File: src/rtl/keypad_scanner_3x4_if.sv
// Keypad scanner bus: row sense in, column drive and key event outputs.
// Ports: row_n, col_n, key_code, key_valid, key_down (master = scanner).
interface keypad_scanner_3x4_if;
    logic [3:0] row_n;
    logic [2:0] col_n;
    logic [3:0] key_code;
    logic       key_valid;
    logic       key_down;

    modport master (
        input  row_n,
        output col_n,
        output key_code,
        output key_valid,
        output key_down
    );

    modport slave (
        output row_n,
        input  col_n,
        input  key_code,
        input  key_valid,
        input  key_down
    );
endinterface

File: src/rtl/keypad_scanner_3x4.sv
// 3x4 keypad column scanner with frame-based debounce and press events.
// Ports: clk, rst_n (async, active-low), kp (row_n in; col_n/key_* out).
module keypad_scanner_3x4 #(
    parameter int SCAN_DIV   = 50000,
    parameter int DEBOUNCE_N = 4
) (
    input  logic                  clk,
    input  logic                  rst_n,
    keypad_scanner_3x4_if.master  kp
);

    localparam int TW = $clog2(SCAN_DIV);
    localparam logic [TW-1:0] TICK_LAST = TW'(SCAN_DIV - 1);
    localparam logic [3:0] DEB = 4'(DEBOUNCE_N);

    // Frame results share the key-code space; 14 is never a key.
    localparam logic [3:0] RES_NONE  = 4'hF;
    localparam logic [3:0] RES_MULTI = 4'hE;

    typedef enum logic {
        IDLE,
        DOWN
    } state_t;

    state_t        state;
    logic [3:0]    row_s1;
    logic [3:0]    row_s2;
    logic [TW-1:0] tick_cnt;
    logic [1:0]    col_idx;
    logic [2:0]    col_n_q;
    logic [7:0]    acc;
    logic [3:0]    prev_res;
    logic [3:0]    stab;
    logic [3:0]    key_code_q;
    logic          key_valid_q;
    logic          key_down_q;

    logic          tick;
    logic          frame_end;
    logic [11:0]   hits;
    logic [3:0]    n_hits;
    logic [3:0]    hit_code;
    logic [3:0]    frame_res;
    logic [3:0]    stab_next;

    function automatic logic [3:0] key_map(
        input logic [1:0] r,
        input logic [1:0] c
    );
        logic [3:0] k;
        if (r == 2'd3) begin
            unique case (c)
                2'd0:    k = 4'd10;
                2'd1:    k = 4'd0;
                default: k = 4'd11;
            endcase
        end else begin
            k = 4'({2'b00, r} * 4'd3) + {2'b00, c} + 4'd1;
        end
        return k;
    endfunction

    assign tick      = (tick_cnt == TICK_LAST);
    assign frame_end = tick && (col_idx == 2'd2);

    // Bit index is col*4+row; column 2 is classified live on its tick.
    assign hits = {~row_s2, acc};

    always_comb begin
        n_hits   = 4'd0;
        hit_code = RES_NONE;
        for (int c = 0; c < 3; c++) begin
            for (int r = 0; r < 4; r++) begin
                if (hits[c*4 + r]) begin
                    n_hits   = n_hits + 4'd1;
                    hit_code = key_map(2'(r), 2'(c));
                end
            end
        end
    end

    always_comb begin
        frame_res = RES_MULTI;
        if (n_hits == 4'd0)
            frame_res = RES_NONE;
        else if (n_hits == 4'd1)
            frame_res = hit_code;
    end

    always_comb begin
        stab_next = 4'd1;
        if (frame_res == prev_res)
            stab_next = (stab >= DEB) ? DEB : stab + 4'd1;
    end

    always_ff @(posedge clk or negedge rst_n) begin
        if (!rst_n) begin
            row_s1 <= 4'hF;
            row_s2 <= 4'hF;
        end else begin
            row_s1 <= kp.row_n;
            row_s2 <= row_s1;
        end
    end

    always_ff @(posedge clk or negedge rst_n) begin
        if (!rst_n) begin
            tick_cnt <= '0;
            col_idx  <= 2'd0;
            col_n_q  <= 3'b110;
            acc      <= 8'h00;
        end else if (tick) begin
            tick_cnt <= '0;
            col_idx  <= (col_idx == 2'd2) ? 2'd0 : col_idx + 2'd1;
            col_n_q  <= {col_n_q[1:0], col_n_q[2]};
            if (col_idx == 2'd0)
                acc[3:0] <= ~row_s2;
            if (col_idx == 2'd1)
                acc[7:4] <= ~row_s2;
        end else begin
            tick_cnt <= tick_cnt + TW'(1);
        end
    end

    always_ff @(posedge clk or negedge rst_n) begin
        if (!rst_n) begin
            state       <= IDLE;
            prev_res    <= RES_NONE;
            stab        <= 4'd0;
            key_code_q  <= 4'hF;
            key_valid_q <= 1'b0;
            key_down_q  <= 1'b0;
        end else begin
            key_valid_q <= 1'b0;
            if (frame_end) begin
                prev_res <= frame_res;
                stab     <= stab_next;
                unique case (state)
                    IDLE: begin
                        if (frame_res != RES_NONE &&
                            frame_res != RES_MULTI &&
                            stab_next == DEB) begin
                            state       <= DOWN;
                            key_code_q  <= frame_res;
                            key_valid_q <= 1'b1;
                            key_down_q  <= 1'b1;
                        end
                    end
                    DOWN: begin
                        // Other keys or MULTI are ignored until a clean release.
                        if (frame_res == RES_NONE &&
                            stab_next == DEB) begin
                            state      <= IDLE;
                            key_down_q <= 1'b0;
                        end
                    end
                    default: state <= IDLE;
                endcase
            end
        end
    end

    assign kp.col_n     = col_n_q;
    assign kp.key_code  = key_code_q;
    assign kp.key_valid = key_valid_q;
    assign kp.key_down  = key_down_q;

endmodule

File: src/flat_wrapper.sv
// flat-port wrapper written by rule: the top's interface ports become plain ports
module keypad_scanner_3x4_flat 
#(
    parameter int SCAN_DIV   = 50000,
    parameter int DEBOUNCE_N = 4
)
  (clk, rst_n, kp_row_n, kp_col_n, kp_key_code, kp_key_valid, kp_key_down);
  keypad_scanner_3x4_if kp_i ();
  input  logic clk;
  input  logic rst_n;
  input wire logic [$bits(kp_i.row_n)-1:0] kp_row_n;
  output wire logic [$bits(kp_i.col_n)-1:0] kp_col_n;
  output wire logic [$bits(kp_i.key_code)-1:0] kp_key_code;
  output wire logic [$bits(kp_i.key_valid)-1:0] kp_key_valid;
  output wire logic [$bits(kp_i.key_down)-1:0] kp_key_down;
  assign kp_i.row_n = kp_row_n;
  assign kp_col_n = kp_i.col_n;
  assign kp_key_code = kp_i.key_code;
  assign kp_key_valid = kp_i.key_valid;
  assign kp_key_down = kp_i.key_down;
  keypad_scanner_3x4 #(.SCAN_DIV(SCAN_DIV), .DEBOUNCE_N(DEBOUNCE_N)) u_core (.clk(clk), .rst_n(rst_n), .kp(kp_i));
endmodule
File: config.mk
export PLATFORM = sky130hd
export DESIGN_NAME = keypad_scanner_3x4_flat
export DESIGN_NICKNAME = d
export VERILOG_FILES = /design/src/rtl/keypad_scanner_3x4_if.sv /design/src/rtl/keypad_scanner_3x4.sv /design/src/flat_wrapper.sv
export SDC_FILE = /design/constraint.sdc
export NUM_CORES = 1
export LEC_CHECK = 0
export BUFFER_PORTS_ARGS = -buffer_cell sky130_fd_sc_hd__buf_2
export CAP_MARGIN = 20
export CORE_ASPECT_RATIO = 1.25
export CORE_MARGIN = 5
export CORE_UTILIZATION = 35
export CTS_BUF_LIST = sky130_fd_sc_hd__clkbuf_16
export DETAILED_ROUTE_END_ITERATION = 10
export RECOVER_POWER = 50
export SYNTH_ARGS = -nofsm -noshare
export SYNTH_HDL_FRONTEND = slang
export SYNTH_SLANG_ARGS = --single-unit
File: constraint.sdc
create_clock -name clk -period 10.68 [get_ports clk]
set_input_delay 0 -clock clk [delete_from_list [all_inputs] [get_ports clk]]
set_output_delay 0 -clock clk [all_outputs]
set_load 0.02 [all_outputs]
# Yosys cells after proc, flatten, opt, wreduce, memory -nomap -nowiden

Index checks and enable logic that the tools add are counted.

Bits in latches: 0
Memory bits (writable): 0
Output and inout port bits: 9
Bits in read-only memories: 0
Memories: 0
Bits in registers: 52

$lt $le $gt $ge: 1
Multipliers: 0
Bitwise gates (word level): 2
Reduce and logical (&&, ||, !) cells: 10
Equal/unequal tests: 11
Mux-type cells: 38
$add $sub $neg: 14
Div/mod/pow operators: 0
Shifts and indexed selects: 0

Operator list:

| cell                                                | number |
|---|---|
| two-way mux 4 bit                                   | 27 |
| adder 4 x 1 -> 4 bit, second input constant         | 11 |
| adder 16 x 1 -> 16 bit, second input constant       | 1 |
| == test 16 bit, second input constant               | 1 |
| two-way mux 16 bit                                  | 1 |
| != test 4 bit, second input constant                | 2 |
| two-way mux 1 bit                                   | 7 |
| AND reduction 3 bit                                 | 2 |
| == test 4 x 1 -> 1 bit, second input constant       | 1 |
| == test 4 x 3 -> 1 bit, second input constant       | 1 |
| == test 4 bit                                       | 1 |
| == test 4 bit, second input constant                | 1 |
| >= comparator 4 x 3 -> 1 bit, second input constant | 1 |
| logical AND 1 bit                                   | 4 |
| zero test 4 bit                                     | 1 |
| NOT 4 bit                                           | 1 |
| one-hot mux 1 bit (2 select lines)                  | 2 |
| AND reduction 2 bit                                 | 2 |
| adder 1 x 1 -> 2 bit, second input constant         | 1 |
| adder 2 x 1 -> 2 bit, second input constant         | 1 |
| == test 2 x 1 -> 1 bit, second input constant       | 1 |
| == test 2 bit, second input constant                | 1 |
| zero test 2 bit                                     | 1 |
| two-way mux 2 bit                                   | 1 |
| 3 further kinds                                     | 3 |

# Logic depth before layout (Yosys ltp)

Gate-level depths: netlist of the first run.

Depth after elaboration: 33
Mapped depth: 39

# Least setup slack after synthesis of the first run

No wires, ideal clock.

Kind: reg-to-reg
From: reg u_core.acc[0]
To: reg u_core.key_code_q[0] (netlist: u_core.kp.key_code[0])
Setup slack: 3.059 ns
Required time: 10.598 ns
Path buffers: 1
Arrival: 7.538 ns
Stages on the path, launching flop included: 39
Library setup time: 0.082 ns
Period minus slack after synthesis: 7.621 ns
Cell sequence: dfrtp_1 inv_1 ha_1 xor2_1 ha_1 nand2_1 o31ai_1 ha_1 mux2_2 ha_1 nand2_1 o31ai_1 or2_2 ha_1 nand2b_1 o21a_1 ha_1 nand2b_1 [... 3 more ...] inv_1 o21ai_0 ha_1 o21ai_0 nand2_1 ha_1 nor2_1 a31oi_1 ha_1 nor2_1 a221oi_1 a21oi_1 a22o_1 and3_1 a2111oi_4 and4_1 buf_6 mux2_4

Longest elaborated chain between the ends: 31

RTL lines:

| item                                 | RTL line                  | text |
|---|---|---|
| start, declared                      | keypad_scanner_3x4.sv:31  | `logic [7:0] acc;` |
| start signal, assigned               | keypad_scanner_3x4.sv:117 | `acc[3:0] <= ~row_s2;` |
| two-way mux 1 bit                    | keypad_scanner_3x4.sv:74  | `if (hits[c*4 + r]) begin` |
| adder 1 x 1 -> 2 bit                 | keypad_scanner_3x4.sv:75  | `n_hits = n_hits + 4'd1;` |
| two-way mux 4 bit                    | keypad_scanner_3x4.sv:74  |  |
| adder 4 x 1 -> 4 bit                 | keypad_scanner_3x4.sv:75  |  |
| two-way mux 4 bit                    | keypad_scanner_3x4.sv:74  |  |
| adder 4 x 1 -> 4 bit                 | keypad_scanner_3x4.sv:75  |  |
| two-way mux 4 bit                    | keypad_scanner_3x4.sv:74  |  |
| adder 4 x 1 -> 4 bit                 | keypad_scanner_3x4.sv:75  |  |
| [... 15 more ...]                    | n/a                       |  |
| == test 4 x 1 -> 1 bit               | keypad_scanner_3x4.sv:86  | `else if (n_hits == 4'd1)` |
| two-way mux 4 bit                    | keypad_scanner_3x4.sv:86  |  |
| two-way mux 4 bit (*)                | keypad_scanner_3x4.sv:84  | `if (n_hits == 4'd0)` |
| == test 4 bit                        | keypad_scanner_3x4.sv:92  | `if (frame_res == prev_res)` |
| two-way mux 4 bit                    | keypad_scanner_3x4.sv:92  |  |
| == test 4 x 3 -> 1 bit               | keypad_scanner_3x4.sv:142 | `stab_next == DEB) begin` |
| logical AND 1 bit                    | keypad_scanner_3x4.sv:141 | `frame_res != RES_MULTI &&` |
| AND reduction 3 bit (no source line) | n/a                       |  |
| end signal, assigned                 | keypad_scanner_3x4.sv:144 | `key_code_q <= frame_res;` |
| end, declared                        | keypad_scanner_3x4.sv:34  | `logic [3:0] key_code_q;` |

Mark *: on every way between the ends. The rest lies on a longest branch, timed or not.
A chain may end at the register's enable or synchronous reset.

# Worst setup path in the final report of the first run

From: reg u_core.acc[0]
To: reg u_core.key_code_q[3] (netlist: u_core.kp.key_code[3])

The elaborated chain is that of the path after synthesis.

==> impl_metrics.yaml, run 1 <==
outcome:
  status: "finished, violations left"
  violations: "capacitance limit, slew limit"
setup_path:
  max_stage_delay_ns: 0.48
  startpoint_type: "flip-flop"
  crit_type: "flip-flop to flip-flop"
  cp_slowest_cell: "xor2_1"
  cp_max_fo: 8
  endpoint_kind: "flip-flop"
  required_ns: 10.89
  critPathArrivalTime_ns: 8.76
  crit_top_cell: "ha_1"
power_and_ir_drop:
  seq_power_share_pct: 52.2
  p_comb_share_pct: 8.6
  netSwitchingPower_w: 0.00008988
  power_density_mw_per_mm2: 105.0
  ir_worst_vdd_v: 0.0001271
  leakagePower_nw: 1.593
  power.clock.fraction_pct: 39.2
  sw_frac_of_total_pct: 23.10
  power.internal_w: 0.0002992
clocking:
  post_cts_buffers: 0
  clockBufferDepth: 2
  numCtsBuffers: 5
  clk_latency_ns: 0.29
  cts_tree: "yes"
  cts_hold_buf: 5
  cts.clk_slew.worst_paths_ns: 0.07
  numClockSinks: 52
  htreeDepth: 2
  cts_root_buf: "clkbuf_16"
  cts_repair_resize_count: 0
finish:
  final_nets: 377
  antennaDiodeCount: 0
  drive_gt1_share_pct: 15.92
  finish.utilization_pct: 38.96
  syn2layout_area_growth_pct: 10.69
  post-route-cell-area_mm2: 0.003705
global_route:
  grt_max_degree: 53
  grt_overflow: 0
  grt_use_total_pct: 11.39
  antenna_found_initial: 0
  grt_pass1_vias: 2371
  grt_pass1_wl_mm: 11.16
floorplanning:
  die_area_mm2: 0.01163
  design.core.area_mm2: 0.009509
  die_w_um: 97.47
  initial_core_util_pct: 35.20
  io_pins: 15
  die-height_um: 119.3
  rows: 40
synth:
  synth_flop_cell: "dfrtp_1"
  syn_area_mm2: 0.003347
  synth_seq_cells: 52
  synthCells: 343
  synth_edf_count: 0
  ys_types: 64
  syn_nets: 363
  async_flop_share_pct: 100.0
  synth_top_cell_area_share_pct: 25.42
  ys_top_cells_by_count: "41 x nand2_1, 34 x dfrtp_1, 24 x nor2_1, 22 x xnor2_1, 18 x dfstp_2"
  synth.most_common_cell: "nand2_1"
  synth.area.top_cells: "dfrtp_1 25%, dfstp_2 14%, xnor2_1 5.8%, ha_1 5.2%, nand2_1 4.6%"
  yosys_warnings: 0
  synth_seq_area_share_pct: 39.55
  synth_area_per_cell_um2: 9.758
  netlist.top_cell.by_area: "dfrtp_1"
timing:
  post-route-min-period_ns: 8.551
  tns_ns: 0
  rsz0062_at_grt: "no"
  slew_viol_final: 53
  skew_ns: 0.003680
  fin_ws_ns: 2.129
  fmax_mhz: 117.0
  hold_slack_ns: 0.3553
  min_period_over_period_pct: 80.06
  final_hold_viol_count: 0
  tightest_slew_ns: 2.712
  relSlewSlack_pct: -80.78
  setup-violations-final: 0
place:
  preCtsSetupSlack_ns: 2.173
  place_congestion: 0.8142
  dpl.hpwl_mm: 4.723
  placed_area_mm2: 0.003521
  portBuffers: 14
route:
  drt_pre_antenna_iters: 4
  route.detailed.drc: 0
  vias: 2431
  wl_mm: 6.334
  drtIter0Drc: 57
  antenna_left: 0
  avgViaCountPerCell: 5.023
  wl_per_cell_um: 13.09
job:
  maxCapViolations: 1
hold_path:
  hold_path.class: "flip-flop to flip-flop"
[power by group through the flow]
stage	logic, W	clock network, W	registers (W)
after floorplan	0.0000246	0	0.000204
after CTS	0.0000342	0.000160	0.000203
after global placement	0.0000316	0	0.000207
after global routing	0.0000381	0.000167	0.000203
after detailed placement	0.0000325	0	0.000207
final	0.0000335	0.000152	0.000203
[cells by family (layout without fill, tap and decap cells)]
logic type / count (synthesis) / after routing / synth area share (%)
adder cells (fa/ha/maj): 14 / 14 / 5.234
buffers and inverters: 29 / 44 / 3.701
multiplexers: 7 / 7 / 2.617
AND/OR/NAND/NOR: 134 / 134 / 20.11
XOR/XNOR: 41 / 41 / 14.21
flip-flops: 52 / 52 / 39.55
AO/OA/AOI/OAI: 66 / 66 / 14.58
[cells in the final DEF (no fill, tap or decap), types with 9 or more instances in the layout]
cell type / count
a21oi_1: 12
and2_1: 9
buf_2: 11
dfrtp_1: 34
dfstp_2: 18
ha_1: 14
inv_1: 16
nand2_1: 41
nand3_1: 14
nor2_1: 24
o21ai_0: 16
xnor2_1: 22
xor2_1: 10
[per-layer routing]
layer	vias up	share of wire (%)	routed length, um	track usage [%]
li1	1238	-	-	-
met1	1163	46	2935	13.92
met2	23	51	3232	20.41
met3	7	1.5	97	1.992
met4	0	1.1	68	3.290
met5	-	0	0	0
[final timing paths]
check / from / endpoint / slack (ns) / cells after the start
max: u_core.acc[0] / u_core.kp.key_code[3] / 2.13 / 37
min: u_core.row_s1[3] / u_core.row_s2[3] / 0.36 / 0
max reg2reg: u_core.acc[0] / u_core.kp.key_code[3] / 2.13 / 37
min reg2reg: u_core.row_s1[3] / u_core.row_s2[3] / 0.36 / 0
max in group asynchronous: rst_n / u_core.tick_cnt[11] / 7.94 / 3
min in group asynchronous: rst_n / u_core.state / 1.20 / 3
[layout make-up]
type | count | area [um^2]
inverters | 16 | 62.56
clock inverters | 3 | 16.27
multi-input cells | 262 | 1899
flip-flops and latches | 52 | 1324
well taps | 126 | 157.7
clock buffers | 5 | 125.1
fillers | 976 | 5804
repair buffers | 20 | 120.1
[critical path: cells and delay by family, from the launching register on]
kind | cells | cell delay [ns]
flops | 1 | 0.40
buf+inv | 2 | 0.11
fa+ha+maj | 10 | 2.88
xor+xnor | 4 | 1.11
compound gates | 8 | 1.24
simple gates | 11 | 2.14
mux | 2 | 0.60
[stage by stage]
step           cells   power, W
6_report         484  0.0003891
5_1_grt          484  0.0004089
4_1_cts          484  0.0003969
3_5_place_dp     471  0.0002391
3_3_place_gp     471  0.0002381
2_1_floorplan    343  0.0002285
[registers in the layout, indices dropped and copies added, names as in the netlist]
register / cells
u_core.kp.key_valid: 1
u_core.prev_res: 4
u_core.acc: 8
u_core.kp.key_down: 1
u_core.state: 1
u_core.kp.key_code: 4
u_core.row_s1: 4
u_core.col_idx: 2
u_core.tick_cnt: 16
u_core.row_s2: 4
u_core.kp.col_n: 3
u_core.stab: 4
Power figures use the tool's default switching activity.
==> run 2: changes to the inputs <==
==> constraint.sdc (replaced) <==
create_clock -name clk -period 8.6 [get_ports clk]
set_input_delay 0 -clock clk [delete_from_list [all_inputs] [get_ports clk]]
set_output_delay 0 -clock clk [all_outputs]
set_load 0.02 [all_outputs]
==> impl_metrics.yaml, run 2 (synthesis results as in run 1) <==
outcome:
  status: "finished, violations left"
  violations: "capacitance limit, slew limit"
route:
  wl_met3_um: 112
  m1WireLength_mm: 2.896
  route.detailed.drc: 0
  routed-wl-met2_mm: 3.219
  drtIter0Drc: 77
  wl_mm: 6.340
  drt_pre_antenna_iters: 4
  avgViaCountPerCell: 5.018
  wl_per_cell_um: 12.99
  antenna_left: 0
  vias: 2449
  top_layer: "met4"
job:
  maxCapViolations: 1
place:
  place_congestion: 0.7589
  portBuffers: 14
  preCtsSetupSlack_ns: 0.4013
  dpl.hpwl_mm: 4.756
setup_path:
  endpoint_kind: "flip-flop"
  required_ns: 8.82
  max_stage_delay_ns: 0.40
  startpoint_type: "flip-flop"
  cp_max_fo: 5
  critPathArrivalTime_ns: 8.14
  crit_top_cell: "ha_1"
  cp_slowest_cell: "dfrtp_1"
  crit_type: "flip-flop to flip-flop"
finish:
  drive_gt1_share_pct: 16.85
  largest_reg_flops: 16
  syn2layout_area_growth_pct: 11.74
  reg.largest.list: "u_core.tick_cnt x16, u_core.acc x8"
  fill_cells: 977
  mostFrequentLayoutCells: "41 x nand2_1, 34 x dfrtp_1, 24 x nor2_1"
  multiInputGateArea_mm2: 0.001909
  antennaDiodeCount: 0
  register_area_mm2: 0.001324
  layout_commonest_cell: "nand2_1"
  regMostFlops: "u_core.tick_cnt"
  final_nets: 381
floorplanning:
  design.core.area_mm2: 0.009509
  io_pins: 15
  die_w_um: 97.47
  initial_core_util_pct: 35.20
  die_area_mm2: 0.01163
  rows: 40
  die-height_um: 119.3
timing:
  tightest_slew_ns: 2.680
  slew_viol_final: 53
  tns_ns: 0
  relSlewSlack_pct: -78.67
  setup-violations-final: 0
  post-route-min-period_ns: 7.925
  fmax_mhz: 126.2
  fin_ws_ns: 0.6753
  skew_ns: 0.006697
  rsz0062_at_grt: "no"
  min_period_over_period_pct: 92.15
  final_hold_viol_count: 0
power_and_ir_drop:
  power_w: 0.0004804
  leakagePower_nw: 1.622
  power_density_mw_per_mm2: 128.4
  ir_worst_vdd_v: 0.0001145
clocking:
  clk_latency_ns: 0.29
  clockBufferDepth: 2
  cts_root_buf: "clkbuf_16"
  cts_tree: "yes"
  numCtsBuffers: 5
  numClockSinks: 52
  htreeDepth: 2
  cts.clk_slew.worst_paths_ns: 0.06
hold_path:
  hold_path.class: "flip-flop to flip-flop"
global_route:
  grt_pass1_vias: 2447
  grt_pass1_wl_mm: 11.32
  grt_overflow: 0
  grt_max_degree: 53
  grt_use_total_pct: 11.77
  antenna_found_initial: 0
[run 2: final cells by class]
class,instances,share of cell area [%]
clock buffers,5,3.346
clock inverters,3,0.3011
inverters,16,1.673
multi-input cells,262,51.05
flip-flops and latches,52,35.40
well taps,126,4.215
repair buffers,24,4.015
[run 2: routing by layer]
| metal | GRT usage [%] | up-vias |
|---|---|---|
| li1 | - | 1244 |
| met1 | 13.84 | 1180 |
| met3 | 2.168 | 7 |
| met2 | 20.93 | 18 |
| met5 | 0 | - |
| met4 | 4.848 | 0 |
[run 2: path summary, 6_finish.rpt]
kind                                    endpoint             start  cells after the start  slack (ns)
setup / recovery           u_core.kp.key_code[0]     u_core.acc[0]                     38        0.68
hold / removal                  u_core.row_s2[1]  u_core.row_s1[1]                      0        0.36
setup reg to reg           u_core.kp.key_code[0]     u_core.acc[0]                     38        0.68
hold reg to reg                 u_core.row_s2[1]  u_core.row_s1[1]                      0        0.36
max in group asynchronous     u_core.tick_cnt[4]             rst_n                      3        5.89
min in group asynchronous    u_core.kp.key_valid             rst_n                      3        1.19
[run 2: metrics by stage]
step                      hold WS, ns  area, um^2  util, %  cells
after floorplan               -0.2956        3347        -    343
after global placement         0.1071        3536    37.18    473
after detailed placement       0.1062        3536    37.18    473
after CTS                      0.3446        3722    39.14    486
after global routing           0.3600        3740    39.33    488
final                          0.3553        3740    39.33    488
[run 2: report_power, final]
| group | switching (W) | internal, W | leakage [nW] |
|---|---|---|---|
| sequential | 0.00000381 | 0.000248 | 0.648 |
| combinational | 0.0000253 | 0.0000188 | 0.901 |
| clock | 0.0000793 | 0.000105 | 0.0738 |
[run 2: worst max-delay path: cells and delay by family, from the launching register on]
family	cells	cell delay, ns
compound gates	10	1.41
flops	1	0.40
buf+inv	3	0.26
fa+ha+maj	10	2.90
xor+xnor	3	0.60
simple gates	10	1.70
mux	2	0.57
[run 2: repair_timing]
action                                  4_1_cts  5_1_grt
gates resized for setup                       0        3
endpoints found under the hold margin        38        0
setup buffers                                 0        2
hold buffers                                  5        0
endpoints found under the setup margin        0        5
==> run 3: changes to the inputs <==
--- a/config.mk
+++ b/config.mk
@@ -8,7 +8,7 @@
 export BUFFER_PORTS_ARGS = -buffer_cell sky130_fd_sc_hd__buf_2
 export CAP_MARGIN = 20
 export CORE_ASPECT_RATIO = 1.25
-export CORE_MARGIN = 5
+export CORE_MARGIN = 4
 export CORE_UTILIZATION = 35
 export CTS_BUF_LIST = sky130_fd_sc_hd__clkbuf_16
 export DETAILED_ROUTE_END_ITERATION = 10
==> impl_metrics.yaml, run 3 (synthesis results as in run 1) <==
outcome:
  status: "finished, violations left"
  violations: "capacitance limit, slew limit"
finish:
  syn2layout_area_growth_pct: 12.11
  layout_commonest_cell: "nand2_1"
  antennaDiodeCount: 0
  post-route-cell-area_mm2: 0.003752
  largest_reg_flops: 16
  drive_gt1_share_pct: 18.23
  reg.largest.list: "u_core.tick_cnt x16, u_core.acc x8"
  regMostFlops: "u_core.tick_cnt"
  mostFrequentLayoutCells: "41 x nand2_1, 34 x dfrtp_1, 24 x nor2_1"
  final_nets: 381
route:
  drt_pre_antenna_iters: 4
  route.detailed.drc: 0
  wl_per_cell_um: 13.40
  drtIter0Drc: 108
  vias: 2431
  avgViaCountPerCell: 5.012
  wl_mm: 6.501
  antenna_left: 0
setup_path:
  required_ns: 8.81
  cp_slowest_cell: "a2111oi_4"
  cp_max_fo: 5
  crit_type: "flip-flop to flip-flop"
  critPathArrivalTime_ns: 8.20
  critPathTopFamily: "adder cells"
  endpoint_kind: "flip-flop"
  max_stage_delay_ns: 0.47
  crit_top_cell: "ha_1"
  critPathBufInv: 3
  startpoint_type: "flip-flop"
  rr_worst_depth: 36
  path_depth: 36
place:
  place_congestion: 0.7864
  dpl.hpwl_mm: 4.753
  placed_area_mm2: 0.003532
  portBuffers: 14
clocking:
  cts.clk_slew.worst_paths_ns: 0.06
  clk_latency_ns: 0.29
  htreeDepth: 2
  cts_tree: "yes"
  numClockSinks: 52
  clockBufferDepth: 2
  cts_root_buf: "clkbuf_16"
  numCtsBuffers: 5
global_route:
  antenna_found_initial: 0
  grt_pass1_wl_mm: 11.46
  grt_pass1_vias: 2500
  grt_use_total_pct: 12.37
  grt_overflow: 0
  grt_max_degree: 53
power_and_ir_drop:
  power.internal_w: 0.0003737
  power.clock.fraction_pct: 38.2
  netSwitchingPower_w: 0.0001100
  p_comb_share_pct: 9.6
  power_density_mw_per_mm2: 128.9
  ir_worst_vdd_v: 0.0001253
  seq_power_share_pct: 52.2
  power_w: 0.0004836
  leakagePower_nw: 1.627
  sw_frac_of_total_pct: 22.74
timing:
  fmax_mhz: 125.1
  skew_ns: 0.003929
  min_period_over_period_pct: 92.92
  final_hold_viol_count: 0
  post-route-min-period_ns: 7.991
  setup-violations-final: 0
  hold_slack_ns: 0.3471
  tightest_slew_ns: 2.686
  relSlewSlack_pct: -79.08
  slew_viol_final: 53
hold_path:
  hold_path.class: "input port to flip-flop"
  hold_path_depth: 2
floorplanning:
  design.core.area_mm2: 0.009223
  die-height_um: 117.3
  die_area_mm2: 0.01120
  io_pins: 15
  rows: 39
  initial_core_util_pct: 36.29
  die_w_um: 95.47
job:
  maxCapViolations: 1
run 3: layer usage:
layer / track usage, % / share of wire (%)
met1: 16.34 / 47
met2: 20.98 / 51
met3: 1.857 / 1.4
met4: 3.114 / 0.95
met5: 0 / 0
run 3: cell type report:
class / instances / area [um^2]
Clock inverter: 3 / 12.51
Sequential cell: 52 / 1324
Inverter: 16 / 62.56
Fill cell: 939 / 5470
Multi-Input combinational cell: 262 / 1924
Clock buffer: 5 / 125.1
Tap cell: 123 / 153.9
Timing Repair Buffer: 24 / 150.1
run 3: path summary, 6_finish.rpt:
kind	slack, ns	endpoint	start
min in group asynchronous	1.20	u_core.stab[2]	rst_n
max in group asynchronous	5.87	u_core.acc[7]	rst_n
worst max register to register	0.61	u_core.kp.key_code[0]	u_core.acc[1]
worst min register to register	0.36	u_core.row_s2[1]	u_core.row_s1[1]
worst min-delay path	0.35	u_core.row_s1[0]	kp_row_n[0]
worst max-delay path	0.61	u_core.kp.key_code[0]	u_core.acc[1]
run 3: worst register-to-register path: cells and delay by family (launching register included):
| kind | cells | cell delay (ns) |
|---|---|---|
| compound gates | 10 | 1.96 |
| xor+xnor | 1 | 0.19 |
| fa+ha+maj | 10 | 2.95 |
| buf+inv | 3 | 0.29 |
| flops | 1 | 0.39 |
| mux | 2 | 0.57 |
| simple gates | 10 | 1.58 |
run 3: power by group through the flow:
stage               Sequential [W]  Clock [W]  Combinational [W]
finish                    0.000252   0.000185          0.0000462
CTS                       0.000252   0.000192          0.0000438
floorplan                 0.000253          0          0.0000305
global placement          0.000257          0          0.0000410
global route              0.000253   0.000202          0.0000520
detailed placement        0.000257          0          0.0000418
run 3: timing repair:
action,in CTS,in global routing
setup endpoints to repair,0,8
buffers inserted,0,2
hold buffers,5,0
gates resized for setup,0,7
endpoints found under the hold margin,38,0
run 3: per-stage QoR:
stage | worst slack [ns] | util, % | cells | setup TNS, ns
2_1_floorplan | 0.9794 | - | 343 | 0
3_3_place_gp | 0.6282 | 38.30 | 470 | 0
3_5_place_dp | 0.4492 | 38.30 | 470 | 0
4_1_cts | 0.3879 | 40.33 | 483 | 0
5_1_grt | -0.01543 | 40.69 | 485 | -0.02645
6_report | 0.6092 | 40.69 | 485 | 0
